===== config.mk =====
export PLATFORM = sky130hd
export DESIGN_NAME = grid_frame_ctrl
export DESIGN_NICKNAME = d
export VERILOG_FILES = /design/src/rtl/grid_pkg.sv /design/src/rtl/grid_pos_counter.sv /design/src/rtl/grid_frame_ctrl.sv
export SDC_FILE = /design/constraint.sdc
export NUM_CORES = 1
export LEC_CHECK = 0
export CAP_MARGIN = 20
export CORE_ASPECT_RATIO = 0.5
export CORE_MARGIN = 3
export CORE_UTILIZATION = 35
export CTS_CLUSTER_DIAMETER = 30
export CTS_CLUSTER_SIZE = 25
export DETAILED_ROUTE_END_ITERATION = 12
export GPL_ROUTABILITY_DRIVEN = 0
export PLACE_DENSITY_LB_ADDON = 0.05
export SETUP_SLACK_MARGIN = 0.05
export SYNTH_ARGS = -nofsm -noshare
export SYNTH_HDL_FRONTEND = slang
export SYNTH_SLANG_ARGS = --single-unit

===== constraint.sdc =====
create_clock -name aclk -period 2.5 [get_ports aclk]
set_input_delay 0.25 -clock aclk [delete_from_list [all_inputs] [get_ports aclk]]
set_output_delay 0.25 -clock aclk [all_outputs]
set_load 0.005 [all_outputs]

===== src/rtl/grid_pkg.sv =====
// Shared defaults and helpers for the double-buffered cell grid and its
// pixel-position counter.
package grid_pkg;

  localparam int DEF_X_SIZE = 640;
  localparam int DEF_Y_SIZE = 480;
  localparam int DEF_GRID_W = 4;
  localparam int DEF_GRID_H = 3;

  // Commit FSM encoding
  localparam logic [0:0] ST_IDLE    = 1'b0;
  localparam logic [0:0] ST_PENDING = 1'b1;

  function automatic int clog2_min1(input int n);
    return (n > 1) ? $clog2(n) : 1;
  endfunction

  function automatic int unsigned cell_idx(input int unsigned row,
                                           input int unsigned col,
                                           input int unsigned grid_w);
    return row * grid_w + col;
  endfunction

endpackage


===== src/rtl/grid_pos_counter.sv =====
// Tracks the current pixel as (cell column, sub-cell x, cell row, sub-cell y)
// so the cell lookup needs no division; also produces sof/eol/eof framing.
module grid_pos_counter
  import grid_pkg::*;
#(
  parameter int CELL_W = 160,
  parameter int CELL_H = 160,
  parameter int GRID_W = DEF_GRID_W,
  parameter int GRID_H = DEF_GRID_H,
  localparam int COL_W = clog2_min1(GRID_W),
  localparam int ROW_W = clog2_min1(GRID_H)
) (
  input  logic             aclk,
  input  logic             aresetn,
  input  logic             pix_adv_i,
  output logic [COL_W-1:0] cc_o,
  output logic [ROW_W-1:0] cr_o,
  output logic             sof_o,
  output logic             eol_o,
  output logic             eof_o
);

  localparam int SX_W = clog2_min1(CELL_W);
  localparam int SY_W = clog2_min1(CELL_H);

  localparam logic [SX_W-1:0]  SX_LAST = SX_W'(CELL_W - 1);
  localparam logic [SY_W-1:0]  SY_LAST = SY_W'(CELL_H - 1);
  localparam logic [COL_W-1:0] CC_LAST = COL_W'(GRID_W - 1);
  localparam logic [ROW_W-1:0] CR_LAST = ROW_W'(GRID_H - 1);

  logic [SX_W-1:0]  sx_q, sx_d;
  logic [SY_W-1:0]  sy_q, sy_d;
  logic [COL_W-1:0] cc_q, cc_d;
  logic [ROW_W-1:0] cr_q, cr_d;

  logic sx_last, cc_last, sy_last, cr_last;

  assign sx_last = (sx_q == SX_LAST);
  assign cc_last = (cc_q == CC_LAST);
  assign sy_last = (sy_q == SY_LAST);
  assign cr_last = (cr_q == CR_LAST);

  // NOTE: every variable gets its hold value first, so no path leaves it unassigned and no latch is inferred.
  always_comb begin
    sx_d = sx_q;
    cc_d = cc_q;
    sy_d = sy_q;
    cr_d = cr_q;
    if (pix_adv_i) begin
      if (!sx_last) begin
        sx_d = sx_q + 1'b1;
      end else begin
        sx_d = '0;
        if (!cc_last) begin
          cc_d = cc_q + 1'b1;
        end else begin
          cc_d = '0;
          if (!sy_last) begin
            sy_d = sy_q + 1'b1;
          end else begin
            sy_d = '0;
            cr_d = cr_last ? '0 : cr_q + 1'b1;
          end
        end
      end
    end
  end

  // NOTE: non-blocking assignments here so all counters update from pre-edge values.
  always_ff @(posedge aclk) begin
    if (!aresetn) begin
      sx_q <= '0;
      cc_q <= '0;
      sy_q <= '0;
      cr_q <= '0;
    end else begin
      sx_q <= sx_d;
      cc_q <= cc_d;
      sy_q <= sy_d;
      cr_q <= cr_d;
    end
  end

  assign cc_o  = cc_q;
  assign cr_o  = cr_q;
  assign sof_o = (sx_q == '0) && (cc_q == '0) && (sy_q == '0) && (cr_q == '0);
  assign eol_o = cc_last && sx_last;
  assign eof_o = eol_o && cr_last && sy_last;

endmodule


===== src/rtl/grid_frame_ctrl.sv =====
// Double-buffered cell grid shared between the pixel streamer (reads) and a
// host writer; bank swaps happen only on the last pixel of a frame.
module grid_frame_ctrl
  import grid_pkg::*;
#(
  parameter int X_SIZE = DEF_X_SIZE,
  parameter int Y_SIZE = DEF_Y_SIZE,
  parameter int GRID_W = DEF_GRID_W,
  parameter int GRID_H = DEF_GRID_H,
  localparam int CELL_W = X_SIZE / GRID_W,
  localparam int CELL_H = Y_SIZE / GRID_H,
  localparam int COL_W  = clog2_min1(GRID_W),
  localparam int ROW_W  = clog2_min1(GRID_H)
) (
  input  logic             aclk,
  input  logic             aresetn,
  input  logic             pix_adv,
  output logic             cell_state,
  output logic             sof,
  output logic             eol,
  output logic             eof,
  input  logic             wr_valid,
  output logic             wr_ready,
  input  logic [COL_W-1:0] wr_col,
  input  logic [ROW_W-1:0] wr_row,
  input  logic             wr_data,
  output logic             wr_err,
  input  logic             commit_valid,
  output logic             commit_ready,
  output logic             bank_sel,
  output logic [15:0]      frame_cnt
);

  localparam int N_CELLS = GRID_W * GRID_H;
  localparam int IDX_W   = clog2_min1(N_CELLS);

  logic [COL_W-1:0] cc;
  logic [ROW_W-1:0] cr;

  grid_pos_counter #(
    .CELL_W (CELL_W),
    .CELL_H (CELL_H),
    .GRID_W (GRID_W),
    .GRID_H (GRID_H)
  ) u_pos (
    .aclk      (aclk),
    .aresetn   (aresetn),
    .pix_adv_i (pix_adv),
    .cc_o      (cc),
    .cr_o      (cr),
    .sof_o     (sof),
    .eol_o     (eol),
    .eof_o     (eof)
  );

  logic [N_CELLS-1:0] bank_q [2];
  logic [N_CELLS-1:0] bank_d [2];
  logic               bank_sel_q, bank_sel_d;
  logic [0:0]         state_q, state_d;
  logic               wr_err_q, wr_err_d;
  logic [15:0]        frame_cnt_q, frame_cnt_d;

  logic             back_sel;
  logic             frame_end;
  logic             swap;
  logic             wr_fire;
  logic             col_oob, row_oob, wr_oob;
  logic [IDX_W-1:0] wr_idx, rd_idx;

  // Range checks exist only when the index field can encode values past the grid
  if ((1 << COL_W) > GRID_W) begin : g_col_chk
    assign col_oob = (wr_col >= COL_W'(GRID_W));
  end else begin : g_col_full
    assign col_oob = 1'b0;
  end

  if ((1 << ROW_W) > GRID_H) begin : g_row_chk
    assign row_oob = (wr_row >= ROW_W'(GRID_H));
  end else begin : g_row_full
    assign row_oob = 1'b0;
  end

  assign back_sel  = ~bank_sel_q;
  assign frame_end = pix_adv & eof;
  assign swap      = (state_q == ST_PENDING) & frame_end;
  assign wr_ready  = (state_q == ST_IDLE);
  assign wr_fire   = wr_valid & wr_ready;
  assign wr_oob    = col_oob | row_oob;
  assign wr_idx    = IDX_W'(cell_idx(32'(wr_row), 32'(wr_col), GRID_W));
  assign rd_idx    = IDX_W'(cell_idx(32'(cr), 32'(cc), GRID_W));

  always_comb begin
    bank_d      = bank_q;
    bank_sel_d  = bank_sel_q;
    state_d     = state_q;
    wr_err_d    = 1'b0;
    frame_cnt_d = frame_cnt_q;

    if (frame_end) frame_cnt_d = frame_cnt_q + 16'd1;

    if (wr_fire) begin
      if (wr_oob) wr_err_d = 1'b1;
      else        bank_d[back_sel][wr_idx] = wr_data;
    end

    case (state_q)
      ST_IDLE: begin
        if (commit_valid) state_d = ST_PENDING;
      end
      ST_PENDING: begin
        // The outgoing front bank becomes the new back bank, seeded with the
        // image now on display so later edits are incremental.
        if (swap) begin
          state_d                = ST_IDLE;
          bank_sel_d             = back_sel;
          bank_d[bank_sel_q]     = bank_q[back_sel];
        end
      end
      default: state_d = ST_IDLE;
    endcase
  end

  always_ff @(posedge aclk) begin
    if (!aresetn) begin
      // NOTE: the banks are a handful of flops and their contents are defined after reset, so they are cleared like any other state.
      bank_q[0]   <= '0;
      bank_q[1]   <= '0;
      bank_sel_q  <= 1'b0;
      state_q     <= ST_IDLE;
      wr_err_q    <= 1'b0;
      frame_cnt_q <= '0;
    end else begin
      bank_q      <= bank_d;
      bank_sel_q  <= bank_sel_d;
      state_q     <= state_d;
      wr_err_q    <= wr_err_d;
      frame_cnt_q <= frame_cnt_d;
    end
  end

  assign cell_state   = bank_q[bank_sel_q][rd_idx];
  assign commit_ready = swap;
  assign bank_sel     = bank_sel_q;
  assign wr_err       = wr_err_q;
  assign frame_cnt    = frame_cnt_q;

endmodule


==> impl_metrics.json, run 1 <==
{
  "run_status": "completed",
  "numCtsBuffers": 9,
  "synth_warnings": 0,
  "synth_sequential_area_ratio_pct": 35.5,
  "count_of_distinct_cell_types_in_the_synthesized_netlist": 44,
  "max_cap_viol_count": 0,
  "cts_sinks": 63,
  "yosys_register_bits": 63,
  "post_route_wl_um": 10100,
  "fin_total_pwr_mw": 2.28,
  "detail-route-antenna-nets": 0,
  "synthesis.area_per_instance_um2": 8.68,
  "clock_path_buffers": 2,
  "std_cell_rows": 25,
  "via_count_of_the_first_global_routing_pass": 3193,
  "vertical_die_dimension_um": 77.2,
  "compound_gate_portion_of_the_synthesized_area_pct": 16.3,
  "n_fill_cell": 932,
  "timing_hold_violations_final": 0,
  "cts.htree.levels": 3,
  "final.setup_skew_ns": 0.00523,
  "firstDrtPassIters": 4,
  "area.sequential_um2": 1270,
  "total_leakage_power_nw": 1.56,
  "portion_of_netlist_area_occupied_by_mux_cells_pct": 12.8,
  "drive_gt1_share_pct": 12.6,
  "first_pass_grt_wire_length_um": 16800,
  "grt_max_degree": 44,
  "core_region_area_um2": 9670,
  "vdd_ir_drop_max_mv": 0.333,
  "worst_skew_pair.late_latency_ns": 0.33,
  "die_width_um": 148,
  "synth.cell_area_um2": 3550,
  "minimum_hold_slack_ns": 0.468,
  "antenna_found_initial": 0,
  "worstHoldPathType": "flip-flop to flip-flop",
  "floorplan.io_pins": 34,
  "layout-area-overhead-vs-synth_pct": 23.1,
  "num_antenna_cells": 0,
  "dominant_combinational_cell_family_by_area_after_synthesis": "simple AND/OR/NAND/NOR gates",
  "avgViaCountPerCell": 5.74,
  "global_route.overflow_total": 0,
  "min_to": "frame_cnt[15]",
  "placed_cells": 564,
  "cts.reportedPaths.clkPinSlew_ns": 0.05,
  "rr_startpoint": "u_pos.sy_q[5]",
  "drt-initial-drc-count": 219,
  "setup_slack_ns": 0.112,
  "post-dp-hpwl_um": 6890,
  "layout_common_cells": "dfxtp_1, a21oi_1, nand3_1",
  "worstPathArrival_ns": 2.14,
  "synthSimpleGateAreaFrac_pct": 25.1,
  "stdcell_count": 580,
  "min_period_over_period_pct": 95.5,
  "port-buffer-count": 33,
  "synthArstFlopShare_pct": 0,
  "rsz0062_at_grt": "no",
  "drv_slew": 0,
  "hold-path-cell-count": 2,
  "crit_fanout": 4,
  "final_common_cell": "dfxtp_1",
  "combined_area_of_the_multi_input_logic_cells_um2": 2130,
  "synth_xor_area_share_pct": 2.22,
  "postSynthNetCount": 426,
  "wl_per_cell_um": 17.5,
  "power_dens_cells_nw_per_um2": 521,
  "cts_hold_buffers": 0,
  "setup.worst_path.class": "flip-flop to output pin",
  "start_util_pct": 36.7,
  "nets": 459,
  "regToRegSetupSlack_ns": 0.20,
  "worstPathRequired_ns": 2.25,
  "synth_cells": 409,
  "critPathCaptureType": "output pin",
  "fin_area_um2": 4370,
  "worst_r2r_path_depth": 7,
  "postPlaceCellArea_um2": 4050,
  "tightest_slew_ns": 0.923,
  "layout_min_cycle_time_ns": 2.39,
  "cts-root-buf": "clkbuf_16",
  "dpl_worst_slack_ns": 0.172,
  "tritoncts": "done",
  "relSlewSlack_pct": 38.2,
  "layout.core_utilization_pct": 45.2,
  "synth_enable_flop_cells": 0,
  "worstHoldStart": "frame_cnt[15]",
  "yosys.area_share.adder_pct": 2.47,
  "achievable-frequency_mhz": 419,
  "tns_ns": 0,
  "die-area_um2": 11500,
  "grt.total_usage_pct": 18.4,
  "regToRegEndpoint": "bank_q[13]",
  "worst_setup_path_start_kind": "flip-flop",
  "drt_drc_violations_left": 0,
  "finalSetupViolCount": 0,
  "yosys_most_used_dff": "dfxtp_1",
  "vias": 3329
}
==> cell usage after synthesis, drive strengths merged, types with 5 or more instances <==
| cell | instances | area (µm²) |
|---|---|---|
| and4 | 6 | 52.6 |
| mux2i | 32 | 320 |
| nor2 | 21 | 78.8 |
| inv | 14 | 52.6 |
| nor4 | 9 | 87.6 |
| a21oi | 43 | 215 |
| dfxtp | 63 | 1260 |
| xnor2 | 6 | 52.6 |
| or4 | 6 | 48.8 |
| clkbuf | 20 | 75.1 |
| nor3 | 5 | 30.0 |
| or3 | 6 | 37.5 |
| o41ai | 5 | 43.8 |
| nand2 | 20 | 75.1 |
| buf | 12 | 67.6 |
| o31ai | 29 | 218 |
| ha | 7 | 87.6 |
| nand4 | 19 | 119 |
| o21ai | 8 | 40.0 |
| mux4 | 6 | 135 |
| nand3 | 33 | 165 |
| nand2b | 10 | 62.6 |
==> how the worst max path moves through the flow <==
stage,cells past startpoint,endpoint,from
after floorplan,7,frame_cnt[11],u_pos.cc_o[1]
after global routing,4,eol,u_pos.sx_q[2]
after global placement,5,cell_state,bank_sel
after CTS,7,sof,u_pos.cc_o[0]
after detailed placement,5,cell_state,bank_sel
final,4,eof,u_pos.sy_q[5]
==> power by group <==
part | total (mW) | switching (mW) | internal [mW]
Combinational | 0.115 | 0.0685 | 0.0461
Sequential | 1.02 | 0.00791 | 1.01
Clock | 1.15 | 0.435 | 0.712
==> routing by layer <==
| metal | up-vias | global-route usage [%] | part of all wire, % |
|---|---|---|---|
| li1 | 1597 | - | - |
| met1 | 1661 | 25.7 | 52 |
| met2 | 63 | 27.0 | 43 |
| met3 | 8 | 5.31 | 4.1 |
| met4 | 0 | 6.27 | 1.0 |
| met5 | - | 0 | 0 |
==> cells by family after synthesis <==
kind of cell             after synthesis
adder cells (fa/ha/maj)                7
XOR/XNOR                               9
AO/OA/AOI/OAI                         93
multiplexers                          38
buffers and inverters                 46
flip-flops                            63
AND/OR/NAND/NOR                      153
==> worst max-delay path: stages, from the launching register on <==
cell             delay, ns
dfxtp_1               0.34
or2_1                 0.27
or4_4                 0.55
nor2_4                0.14
clkdlybuf4s50_1       0.51
==> flip-flops by register name, summed over array words and instances, names as in the netlist <==
name,count
wr_err,1
bank_sel,1
u_pos.cc_o,2
frame_cnt,16
state_q,1
u_pos.sx_q,8
bank_q,24
u_pos.sy_q,8
u_pos.cr_o,2
==> cell type report <==
cell class                 count  area share, %
multi-input combinational    300           48.6
sequential                    63           29.1
timing repair buffer          54           11.2
clock buffer                  13           5.95
tap                          135           3.86
inverter                      14           1.20
clock inverter                 1          0.114
==> repair_timing <==
item                       in CTS  in global routing
pin swaps                       1                  2
hold endpoints to repair        0                  0
setup endpoints to repair       3                  8
setup buffers                   2                  0
resized for setup               9                  9
No activity file was read; power rests on OpenSTA's default activity.
==> inputs of run 2 (changes only) <==
--- a/config.mk
+++ b/config.mk
@@ -8,7 +8,7 @@
 export CAP_MARGIN = 20
 export CORE_ASPECT_RATIO = 0.5
 export CORE_MARGIN = 3
-export CORE_UTILIZATION = 35
+export CORE_UTILIZATION = 40
 export CTS_CLUSTER_DIAMETER = 30
 export CTS_CLUSTER_SIZE = 25
 export DETAILED_ROUTE_END_ITERATION = 12
==> constraint.sdc (replaced) <==
create_clock -name aclk -period 2.5 [get_ports aclk]
set_input_delay 0.75 -clock aclk [delete_from_list [all_inputs] [get_ports aclk]]
set_output_delay 0.75 -clock aclk [all_outputs]
set_load 0.005 [all_outputs]
==> run 2 against run 1 <==
Net effect:
- the run now ends with negative setup slack left
- cell count grew 2.6%
- combinational power grew 12%
- core utilization grew 12 points
- non-clock buffer count grew 37
- fmax shrank 8.6%
- total power grew 11%
==> impl_metrics.json, run 2 (synthesis gave the netlist of run 1 again) <==
{
  "run_status": "finished, violations left",
  "failing_checks": "negative setup slack",
  "final.setup_skew_ns": 0.00468,
  "total_leakage_power_nw": 1.80,
  "cts.reportedPaths.clkPinSlew_ns": 0.05,
  "worstPathBufferInverterCount": 1,
  "port-buffer-count": 33,
  "wl_met2_um": 4700,
  "post-dp-hpwl_um": 7080,
  "minimum_hold_slack_ns": 0.470,
  "std_cell_rows": 23,
  "clock_path_buffers": 2,
  "floorplan.io_pins": 34,
  "cts_sinks": 63,
  "worst_setup_path_start_kind": "flip-flop",
  "crit_path_cell_trace": "mux4_2 > o211a_1 > a31oi_1 > o211ai_1 > buf_2",
  "max_cap_viol_count": 0,
  "drt_drc_violations_left": 0,
  "drv_slew": 0,
  "achievable-frequency_mhz": 383,
  "critPathCaptureType": "output pin",
  "n_fill_cell": 756,
  "worst_skew_pair.late_latency_ns": 0.33,
  "finalSetupViolCount": 2,
  "final_common_cell": "dfxtp_1",
  "critical_path.max_stage_delay_ns": 0.54,
  "setup_slack_ns": -0.113,
  "grt_max_degree": 42,
  "vdd_ir_drop_max_mv": 0.417,
  "nets": 496,
  "min_period_over_period_pct": 105,
  "worstPathRequired_ns": 1.75,
  "num_antenna_cells": 0,
  "antenna_found_initial": 0,
  "tightest_slew_ns": 0.582,
  "numCtsBuffers": 9,
  "number_of_flip_flops_in_the_largest_register": 24,
  "post_route_wl_um": 10400,
  "power_dens_cells_nw_per_um2": 532,
  "wl_per_cell_um": 17.5,
  "first_pass_grt_wire_length_um": 17200,
  "die_width_um": 139,
  "drive_gt1_share_pct": 23.0,
  "timing.critical_path.max_delay_family": "multiplexers",
  "stdcell_count": 595,
  "grt.total_usage_pct": 21.3,
  "avgViaCountPerCell": 5.81,
  "dr_wl_met3_um": 566,
  "worstHoldPathType": "flip-flop to flip-flop",
  "cts.htree.levels": 3,
  "drt-initial-drc-count": 234,
  "layout-area-overhead-vs-synth_pct": 34.0,
  "cts-root-buf": "clkbuf_16",
  "setup.worst_path.class": "flip-flop to output pin",
  "tritoncts": "done",
  "timing_hold_violations_final": 0,
  "vias": 3457,
  "core_region_area_um2": 8320,
  "placed_cells": 572,
  "relSlewSlack_pct": 61.2,
  "top_layer": "met4",
  "via_count_of_the_first_global_routing_pass": 3350,
  "routedLengthMet1_um": 5060,
  "worstPathArrival_ns": 1.86,
  "layout_common_cells": "dfxtp_1, buf_4, a21oi_1",
  "detail-route-antenna-nets": 0,
  "crit_fanout": 4,
  "crit_slowest_cell": "mux4_2",
  "layout_min_cycle_time_ns": 2.61,
  "start_util_pct": 42.7,
  "global_route.overflow_total": 0,
  "regMostFlops": "bank_q",
  "firstDrtPassIters": 5,
  "vertical_die_dimension_um": 72.6,
  "die-area_um2": 10100,
  "rsz0062_at_grt": "yes"
}
-- run 2: worst min-delay path: cells and delay by family (launching register included) --
family | cells | cell delay [ns]
muxes | 1 | 0.05
DFF | 1 | 0.31
and+or+nand+nor | 1 | 0.05
-- run 2: where the power goes --
| group | internal (mW) | leakage, nW | switching [mW] |
|---|---|---|---|
| Sequential | 1.01 | 0.513 | 0.00352 |
| Combinational | 0.0562 | 1.13 | 0.0726 |
| Clock | 0.946 | 0.165 | 0.443 |
| Total | 2.01 | 1.80 | 0.519 |
-- run 2: stage by stage --
stage               setup WS [ns]  util (%)  total power, mW  instance area (µm²)  setup TNS, ns
floorplan                  0.0416         -             1.10                 3570              0
global placement           -0.592      51.7             1.16                 4300          -3.74
detailed placement         -0.583      51.7             1.16                 4300          -4.24
CTS                        -0.169      56.9             2.56                 4730         -0.480
global route               -0.193      57.2             2.62                 4760         -0.408
finish                     -0.113      57.2             2.53                 4760         -0.189
-- run 2: final timing paths --
| path | slack, ns | cells past startpoint | endpoint | from |
|---|---|---|---|---|
| max | -0.11 | 5 | cell_state | bank_sel |
| min | 0.47 | 2 | frame_cnt[15] | frame_cnt[15] |
| max reg2reg | 0.11 | 7 | bank_q[10] | u_pos.sy_q[6] |
| min reg2reg | 0.47 | 2 | frame_cnt[15] | frame_cnt[15] |
-- run 2: what timing repair did --
action | in CTS | in global routing
endpoints found under the hold margin | 0 | 0
resized for setup | 36 | 11
buffers inserted | 7 | 1
endpoints found under the setup margin | 5 | 26
pin swaps | 8 | 9
hold buffers | 0 | 0
-- run 2: routing by layer --
metal	GRT usage, %	up-vias
met5	0	-
met3	5.37	9
met4	7.81	0
li1	-	1685
met1	29.1	1658
met2	32.8	105
-- run 2: area by class of cell --
cell class	count	area, µm²	share of cell area, %
clock buffer	12	267	5.60
clock inverter	3	65.1	1.37
inverter	14	55.1	1.16
multi-input combinational	300	2170	45.6
sequential	63	1280	26.9
tap	112	140	2.95
timing repair buffer	91	783	16.5
